File: config.mk
export PLATFORM = sky130hd
export DESIGN_NAME = lsu_flat
export DESIGN_NICKNAME = d
export VERILOG_FILES = /design/src/rtl/lsu_pkg.sv /design/src/rtl/lsu_if.sv /design/src/rtl/lsu_load_align.sv /design/src/rtl/lsu.sv /design/src/flat_wrapper.sv
export SDC_FILE = /design/constraint.sdc
export NUM_CORES = 1
export LEC_CHECK = 0
export BUFFER_PORTS_ARGS = -buffer_cell sky130_fd_sc_hd__buf_2
export CAP_MARGIN = 20
export CORE_ASPECT_RATIO = 1.2
export CORE_MARGIN = 10
export CORE_UTILIZATION = 50
export CTS_BUF_LIST = sky130_fd_sc_hd__clkbuf_4 sky130_fd_sc_hd__clkbuf_8
export DETAILED_ROUTE_END_ITERATION = 8
export PLACE_DENSITY = 0.85
export SLEW_MARGIN = 20
export SYNTH_ARGS = -nofsm -noshare
export SYNTH_HDL_FRONTEND = slang
export SYNTH_SLANG_ARGS = --single-unit
File: constraint.sdc
create_clock -name clk -period 3.9 [get_ports clk]
set_input_delay 0.195 -clock clk [delete_from_list [all_inputs] [get_ports clk]]
set_output_delay 0.195 -clock clk [all_outputs]
set_load 0.02 [all_outputs]
File: src/rtl/lsu_pkg.sv
// Shared types for the load/store unit.
//   lsuCtrl_e   - decoded memory operation coming from the EX stage
//   lsuState_e  - LSU sequencing states
//   lsu_size_e  - access width derived from lsuCtrl_e
// Helpers: lsu_size() maps an operation to its width; lsu_be() builds
// byte enables from width and byte offset.
package lsu_pkg;

  typedef enum logic [3:0] {
    LSU_NOP,
    LSU_LB,
    LSU_LH,
    LSU_LW,
    LSU_LBU,
    LSU_LHU,
    LSU_SB,
    LSU_SH,
    LSU_SW
  } lsuCtrl_e;

  typedef enum logic [1:0] {
    LSU_IDLE,
    LSU_REQ,
    LSU_WAIT,
    LSU_DONE
  } lsuState_e;

  typedef enum logic [1:0] {
    SZ_BYTE,
    SZ_HALF,
    SZ_WORD
  } lsu_size_e;

  function automatic lsu_size_e lsu_size(lsuCtrl_e ctrl);
    case (ctrl)
      LSU_LB, LSU_LBU, LSU_SB: return SZ_BYTE;
      LSU_LH, LSU_LHU, LSU_SH: return SZ_HALF;
      default:                 return SZ_WORD;
    endcase
  endfunction

  function automatic logic [3:0] lsu_be(lsu_size_e sz, logic [1:0] off);
    case (sz)
      SZ_BYTE: return 4'b0001 << off;
      SZ_HALF: return 4'b0011 << {off[1], 1'b0};
      default: return 4'b1111;
    endcase
  endfunction

endpackage

File: src/rtl/lsu_if.sv
// Data-memory bus between the LSU (master) and memory (slave).
//   dmem_req/dmem_gnt      - request handshake
//   dmem_we, dmem_be       - write flag and byte enables
//   dmem_addr, dmem_wdata  - word address and lane-replicated write data
//   dmem_rvalid/dmem_rdata - load response
interface lsu_if;

  logic        dmem_req;
  logic        dmem_we;
  logic [3:0]  dmem_be;
  logic [31:0] dmem_addr;
  logic [31:0] dmem_wdata;
  logic        dmem_gnt;
  logic        dmem_rvalid;
  logic [31:0] dmem_rdata;

  modport master (
    output dmem_req, dmem_we, dmem_be, dmem_addr, dmem_wdata,
    input  dmem_gnt, dmem_rvalid, dmem_rdata
  );

  modport slave (
    input  dmem_req, dmem_we, dmem_be, dmem_addr, dmem_wdata,
    output dmem_gnt, dmem_rvalid, dmem_rdata
  );

endinterface

File: src/rtl/lsu_load_align.sv
// Combinational load extraction: shifts the returned word down by the byte
// offset and sign- or zero-extends according to the load type.
//   rdata  in  32  raw bus word
//   offset in  2   byte offset of the access
//   ctrl   in      load operation (LB/LH/LW/LBU/LHU)
//   result out 32  extended load value
module lsu_load_align
  import lsu_pkg::*;
(
  input  logic [31:0] rdata,
  input  logic [1:0]  offset,
  input  lsuCtrl_e    ctrl,
  output logic [31:0] result
);

  logic [31:0] shifted;

  always_comb begin
    shifted = rdata >> {offset, 3'b000};
    case (ctrl)
      LSU_LB:  result = {{24{shifted[7]}}, shifted[7:0]};
      LSU_LBU: result = {24'h0, shifted[7:0]};
      LSU_LH:  result = {{16{shifted[15]}}, shifted[15:0]};
      LSU_LHU: result = {16'h0, shifted[15:0]};
      default: result = shifted;
    endcase
  end

endmodule

File: src/rtl/lsu.sv
// Load/store unit: sequences one memory access per EX-stage instruction
// over the dmem bus and stalls the pipeline until it completes.
// Ports:
//   clk, rst_n      clock, async active-low reset
//   valid_i         EX instruction valid
//   lsu_ctrl        operation (LSU_NOP = no access)
//   mem_wr_en       1 = store, 0 = load
//   addr, wdata     byte address and store data
//   stall_o         hold upstream pipeline
//   rdata_o         extended load result (held until next load)
//   rdata_valid_o   one-cycle pulse when a load completes
//   bus             lsu_if.master data-memory bus
//   misalign_o, misalign_addr_o  (only with LSU_MISALIGN_TRAP_EN)
// Build option LSU_MISALIGN_TRAP_EN: misaligned half/word accesses skip the
// bus and report a trap in DONE. Without it, such addresses are silently
// aligned down to the access size.
//
// state | meaning
// IDLE  | waiting for a valid access; captures operands on start
// REQ   | dmem_req held with stable bus fields until dmem_gnt
// WAIT  | load granted, waiting for dmem_rvalid
// DONE  | one-cycle completion: stall released, load result valid
module lsu
  import lsu_pkg::*;
(
  input  logic        clk,
  input  logic        rst_n,
  input  logic        valid_i,
  input  lsuCtrl_e    lsu_ctrl,
  input  logic        mem_wr_en,
  input  logic [31:0] addr,
  input  logic [31:0] wdata,
  output logic        stall_o,
  output logic [31:0] rdata_o,
  output logic        rdata_valid_o,
  lsu_if.master       bus
`ifdef LSU_MISALIGN_TRAP_EN
  ,
  output logic        misalign_o,
  output logic [31:0] misalign_addr_o
`endif
);

  lsuState_e   state_q, state_d;
  lsuCtrl_e    ctrl_q;
  logic        we_q;
  logic [31:0] addr_q;
  logic [31:0] wdata_q;
  logic [31:0] rdata_q;
  logic [31:0] load_res;

  logic        start;
  lsu_size_e   size_in;
  lsu_size_e   size_q;
  logic [31:0] addr_in;
  logic        mis_in;

  assign start   = valid_i && (lsu_ctrl != LSU_NOP);
  assign size_in = lsu_size(lsu_ctrl);
  assign size_q  = lsu_size(ctrl_q);

`ifdef LSU_MISALIGN_TRAP_EN
  logic mis_q;

  assign addr_in = addr;
  assign mis_in  = ((size_in == SZ_HALF) && addr[0]) ||
                   ((size_in == SZ_WORD) && (addr[1:0] != 2'b00));
`else
  // Misaligned half/word addresses are rounded down to the access size.
  always_comb begin
    case (size_in)
      SZ_HALF: addr_in = {addr[31:1], 1'b0};
      SZ_WORD: addr_in = {addr[31:2], 2'b00};
      default: addr_in = addr;
    endcase
  end
  assign mis_in = 1'b0;
`endif

  lsu_load_align u_load_align (
    .rdata  (bus.dmem_rdata),
    .offset (addr_q[1:0]),
    .ctrl   (ctrl_q),
    .result (load_res)
  );

  always_ff @(posedge clk or negedge rst_n) begin
    if (!rst_n) begin
      state_q <= LSU_IDLE;
      ctrl_q  <= LSU_NOP;
      we_q    <= 1'b0;
      addr_q  <= 32'h0;
      wdata_q <= 32'h0;
      rdata_q <= 32'h0;
`ifdef LSU_MISALIGN_TRAP_EN
      mis_q   <= 1'b0;
`endif
    end else begin
      state_q <= state_d;
      if (state_q == LSU_IDLE && start) begin
        ctrl_q  <= lsu_ctrl;
        we_q    <= mem_wr_en;
        addr_q  <= addr_in;
        wdata_q <= wdata;
`ifdef LSU_MISALIGN_TRAP_EN
        mis_q   <= mis_in;
`endif
      end
      if (state_q == LSU_WAIT && bus.dmem_rvalid) begin
        rdata_q <= load_res;
      end
    end
  end

  always_comb begin
    state_d        = state_q;
    stall_o        = 1'b0;
    rdata_valid_o  = 1'b0;
    bus.dmem_req   = 1'b0;
    bus.dmem_we    = 1'b0;
    bus.dmem_be    = 4'h0;
    bus.dmem_addr  = 32'h0;
    bus.dmem_wdata = 32'h0;
`ifdef LSU_MISALIGN_TRAP_EN
    misalign_o      = 1'b0;
    misalign_addr_o = 32'h0;
`endif
    case (state_q)
      LSU_IDLE: begin
        if (start) begin
          stall_o = 1'b1;
          state_d = mis_in ? LSU_DONE : LSU_REQ;
        end
      end
      LSU_REQ: begin
        stall_o        = 1'b1;
        bus.dmem_req   = 1'b1;
        bus.dmem_we    = we_q;
        bus.dmem_be    = lsu_be(size_q, addr_q[1:0]);
        bus.dmem_addr  = {addr_q[31:2], 2'b00};
        case (size_q)
          SZ_BYTE: bus.dmem_wdata = {4{wdata_q[7:0]}};
          SZ_HALF: bus.dmem_wdata = {2{wdata_q[15:0]}};
          default: bus.dmem_wdata = wdata_q;
        endcase
        if (bus.dmem_gnt) begin
          state_d = we_q ? LSU_DONE : LSU_WAIT;
        end
      end
      LSU_WAIT: begin
        stall_o = 1'b1;
        if (bus.dmem_rvalid) begin
          state_d = LSU_DONE;
        end
      end
      LSU_DONE: begin
        state_d = LSU_IDLE;
`ifdef LSU_MISALIGN_TRAP_EN
        rdata_valid_o   = !we_q && !mis_q;
        misalign_o      = mis_q;
        misalign_addr_o = mis_q ? addr_q : 32'h0;
`else
        rdata_valid_o   = !we_q;
`endif
      end
      default: state_d = LSU_IDLE;
    endcase
    // The IDLE stall term follows live inputs; keep it quiet while in reset.
    if (!rst_n) begin
      stall_o = 1'b0;
    end
  end

  assign rdata_o = rdata_q;

endmodule
File: src/flat_wrapper.sv
// flat-port wrapper written by rule: the top's interface ports become plain ports
module lsu_flat import lsu_pkg::*;
  (clk, rst_n, valid_i, lsu_ctrl, mem_wr_en, addr, wdata, stall_o, rdata_o, rdata_valid_o, bus_dmem_req, bus_dmem_we, bus_dmem_be, bus_dmem_addr, bus_dmem_wdata, bus_dmem_gnt, bus_dmem_rvalid, bus_dmem_rdata);
  lsu_if bus_i ();
  input  logic clk;
  input  logic rst_n;
  input  logic valid_i;
  input  lsuCtrl_e lsu_ctrl;
  input  logic mem_wr_en;
  input  logic [31:0] addr;
  input  logic [31:0] wdata;
  output logic stall_o;
  output logic [31:0] rdata_o;
  output logic rdata_valid_o;
  output wire logic [$bits(bus_i.dmem_req)-1:0] bus_dmem_req;
  output wire logic [$bits(bus_i.dmem_we)-1:0] bus_dmem_we;
  output wire logic [$bits(bus_i.dmem_be)-1:0] bus_dmem_be;
  output wire logic [$bits(bus_i.dmem_addr)-1:0] bus_dmem_addr;
  output wire logic [$bits(bus_i.dmem_wdata)-1:0] bus_dmem_wdata;
  input wire logic [$bits(bus_i.dmem_gnt)-1:0] bus_dmem_gnt;
  input wire logic [$bits(bus_i.dmem_rvalid)-1:0] bus_dmem_rvalid;
  input wire logic [$bits(bus_i.dmem_rdata)-1:0] bus_dmem_rdata;
  assign bus_dmem_req = bus_i.dmem_req;
  assign bus_dmem_we = bus_i.dmem_we;
  assign bus_dmem_be = bus_i.dmem_be;
  assign bus_dmem_addr = bus_i.dmem_addr;
  assign bus_dmem_wdata = bus_i.dmem_wdata;
  assign bus_i.dmem_gnt = bus_dmem_gnt;
  assign bus_i.dmem_rvalid = bus_dmem_rvalid;
  assign bus_i.dmem_rdata = bus_dmem_rdata;
  lsu u_core (.clk(clk), .rst_n(rst_n), .valid_i(valid_i), .lsu_ctrl(lsu_ctrl), .mem_wr_en(mem_wr_en), .addr(addr), .wdata(wdata), .stall_o(stall_o), .rdata_o(rdata_o), .rdata_valid_o(rdata_valid_o), .bus(bus_i));
endmodule
==> qor.txt <==
outcome: complete, no violations
Synth Flop Type: dfrtp_1
Row Count: 41
Clock Path Buffers: 2
Synth top cells by count: dfrtp_1, mux2_2, nand2_1
# port buffers: 207
1st-pass router iterations: 5
CTS tree: done
vias: 4481
Num CTS Buffers: 9
Root Buffer: clkbuf_8
Hold WC Path Type: primary input to flop
die area: 15400 µm²
WL/cell: 19.0 µm
#FFs+latches synth: 103
Via density: 5.39
Die W: 115 µm
EDFF count, synth: 0
top-level I/O count: 210
area grow syn2layout: 24.0%
Clock Skew: 0.0108 ns
Synth cell types: 46
RSZ-0062 raised after global routing: false
DP Wirelength: 12300 µm
Max Cap Violations: 0
setup TNS: 0 ns
Worst setup EP type: primary output
synthesized area: 5410 µm²
initial antenna violation count: 2
minimum clock period: 2.68 ns
P_leak: 3.27 nW
asr flop ratio synth: 100%
initial core utilization: 51.2%
clock latency on the worst-skew pair: 0.37 ns
H-tree Lvls: 3
Synth top area share: 47.7%
Final period util: 68.7%
Max Transition Viols Final: 0
total chip power: 6.13 mW
Worst Path Buf+Inv: 2
# nets final: 808
PD cells: 914 nW/µm²
crit path DAT: 2.48 ns
count leader, synth: dfrtp_1
pin count of the biggest net entering global routing: 72
post_cts resized: 0
crit-path cells: inv_1 -> ha_2 -> o21ai_0 -> nor2_1 -> buf_2
Max IR drop VDD: 0.462 mV
CP max stage delay: 0.83 ns
clock transition at the registers of the reported paths: 0.10 ns
core area: 10600 µm²
clock sinks: 103
Crit path required time: 3.70 ns
WS Path Type: flop to primary output
worst slew pin tran: 0.986 ns
top post-synthesis cells by area: dfrtp_1, mux2_2, and2_1
share of layout cells above drive strength 1: 45.6%
routed wire length: 15800 µm
Final GP Congestion: 0.966
max_slew headroom: 34.2%
Antenna Nets Post-Route: 0
leading area contributor after synthesis: dfrtp_1
CP max FO: 68
Final Hold Fails: 0
grt total ovfl: 0
Syn. warnings: 0
cells after synthesis: 508
Fmax: 373 MHz
vias in the first global route: 4829
Initial DRC Count: 251
CP top delay family: adder cells
GRT Total Usage: 19.9%
syn avg cell area: 10.6 µm²
first-pass GRT wire length: 24700 µm
chip height: 134 µm
sequential share of the synthesized area: 47.7%
final setup fails: 0
slowest CP cell: ha_2
startpoint types: flop
# DRC: 0
[state kept, by name, summed over array words and instances, names as in the netlist]
| register | flops |
|---|---|
| u_core.state_q | 2 |
| u_core.we_q | 1 |
| u_core.ctrl_q | 4 |
| u_core.addr_q | 32 |
| u_core.rdata_o | 32 |
| u_core.wdata_q | 32 |
[per-stage QoR]
stage	setup WS, ns	std cells	instance area (µm²)	util (%)	hold slack [ns]
2_1_floorplan	1.82	509	5410	-	-0.101
3_3_place_gp	1.58	813	6480	61.3	0.368
3_5_place_dp	1.54	813	6480	61.3	0.373
4_1_cts	1.13	830	6700	63.4	0.0165
5_1_grt	0.997	832	6700	63.4	0.0176
6_report	1.22	832	6700	63.4	0.0320
[kinds of logic (layout without fill, tap and decap cells)]
group	after synthesis	after routing	synth area share [%]
multiplexers	100	100	20.5
adder cells (fa/ha/maj)	6	6	1.39
other	1	4	0.0693
XOR/XNOR	2	2	0.324
buffers and inverters	41	233	3.45
AO/OA/AOI/OAI	92	92	11.9
flip-flops	103	103	47.7
AND/OR/NAND/NOR	163	163	14.7
[where the power goes]
part	leakage, nW	switching, mW	internal, mW
clock	0.0989	0.371	0.317
combinational	1.95	2.07	1.37
sequential	1.21	0.388	1.61
total	3.27	2.83	3.30
[per-layer routing]
layer | up-vias | wire length, µm | global-route usage [%] | part of all wire (%)
met2 | 201 | 7530 | 32.5 | 48
met3 | 36 | 1840 | 8.88 | 12
met4 | 0 | 578 | 10.3 | 3.7
met1 | 2129 | 5850 | 21.2 | 37
met5 | - | 0 | 0 | 0
li1 | 2115 | - | - | -
[area by class of cell]
class                           count  area [µm²]
Sequential cell                   103        2580
Multi-Input combinational cell    365        2660
Tap cell                          129         161
Fill cell                         852        3860
Inverter                            6        22.5
Antenna cell                        2        5.00
Clock buffer                       10         138
Clock inverter                      6        67.6
Timing Repair Buffer              211        1070
[timing repair]
action                     4_1_cts  5_1_grt
setup buffers                    0        0
hold endpoints to repair        69        0
hold buffers                     1        0
setup endpoints to repair        0        0
[placed cells by master (no fill, tap or decap), types with 4 or more instances in the layout]
cell,count
nor2_1,41
a21oi_2,11
mux2_2,72
inv_1,6
and2_1,41
buf_2,206
buf_4,4
mux2i_1,24
o2bb2ai_1,8
dfrtp_1,103
a21boi_0,8
nor2b_1,14
clkbuf_8,10
a21oi_1,21
nand2_1,56
ha_1,5
o21ai_0,23
o22ai_1,8
[worst paths after layout]
kind | depth (start not counted) | end | slack, ns | from
setup / recovery | 5 | bus_dmem_wdata[30] | 1.22 | u_core.state_q[1]$_DFFE_PN0P_
hold / removal | 2 | u_core.addr_q[20]$_DFFE_PN0P_ | 0.03 | addr[20]
setup reg to reg | 4 | u_core.addr_q[0]$_DFFE_PN0P_ | 1.53 | u_core.state_q[0]$_DFFE_PN0P_
hold reg to reg | 2 | u_core.rdata_o[4]$_DFFE_PN0P_ | 0.48 | u_core.rdata_o[4]$_DFFE_PN0P_
max in group asynchronous | 3 | u_core.addr_q[8]$_DFFE_PN0P_ | 2.42 | rst_n
min in group asynchronous | 2 | u_core.rdata_o[24]$_DFFE_PN0P_ | 0.49 | rst_n
Power figures use the tool's default switching activity.
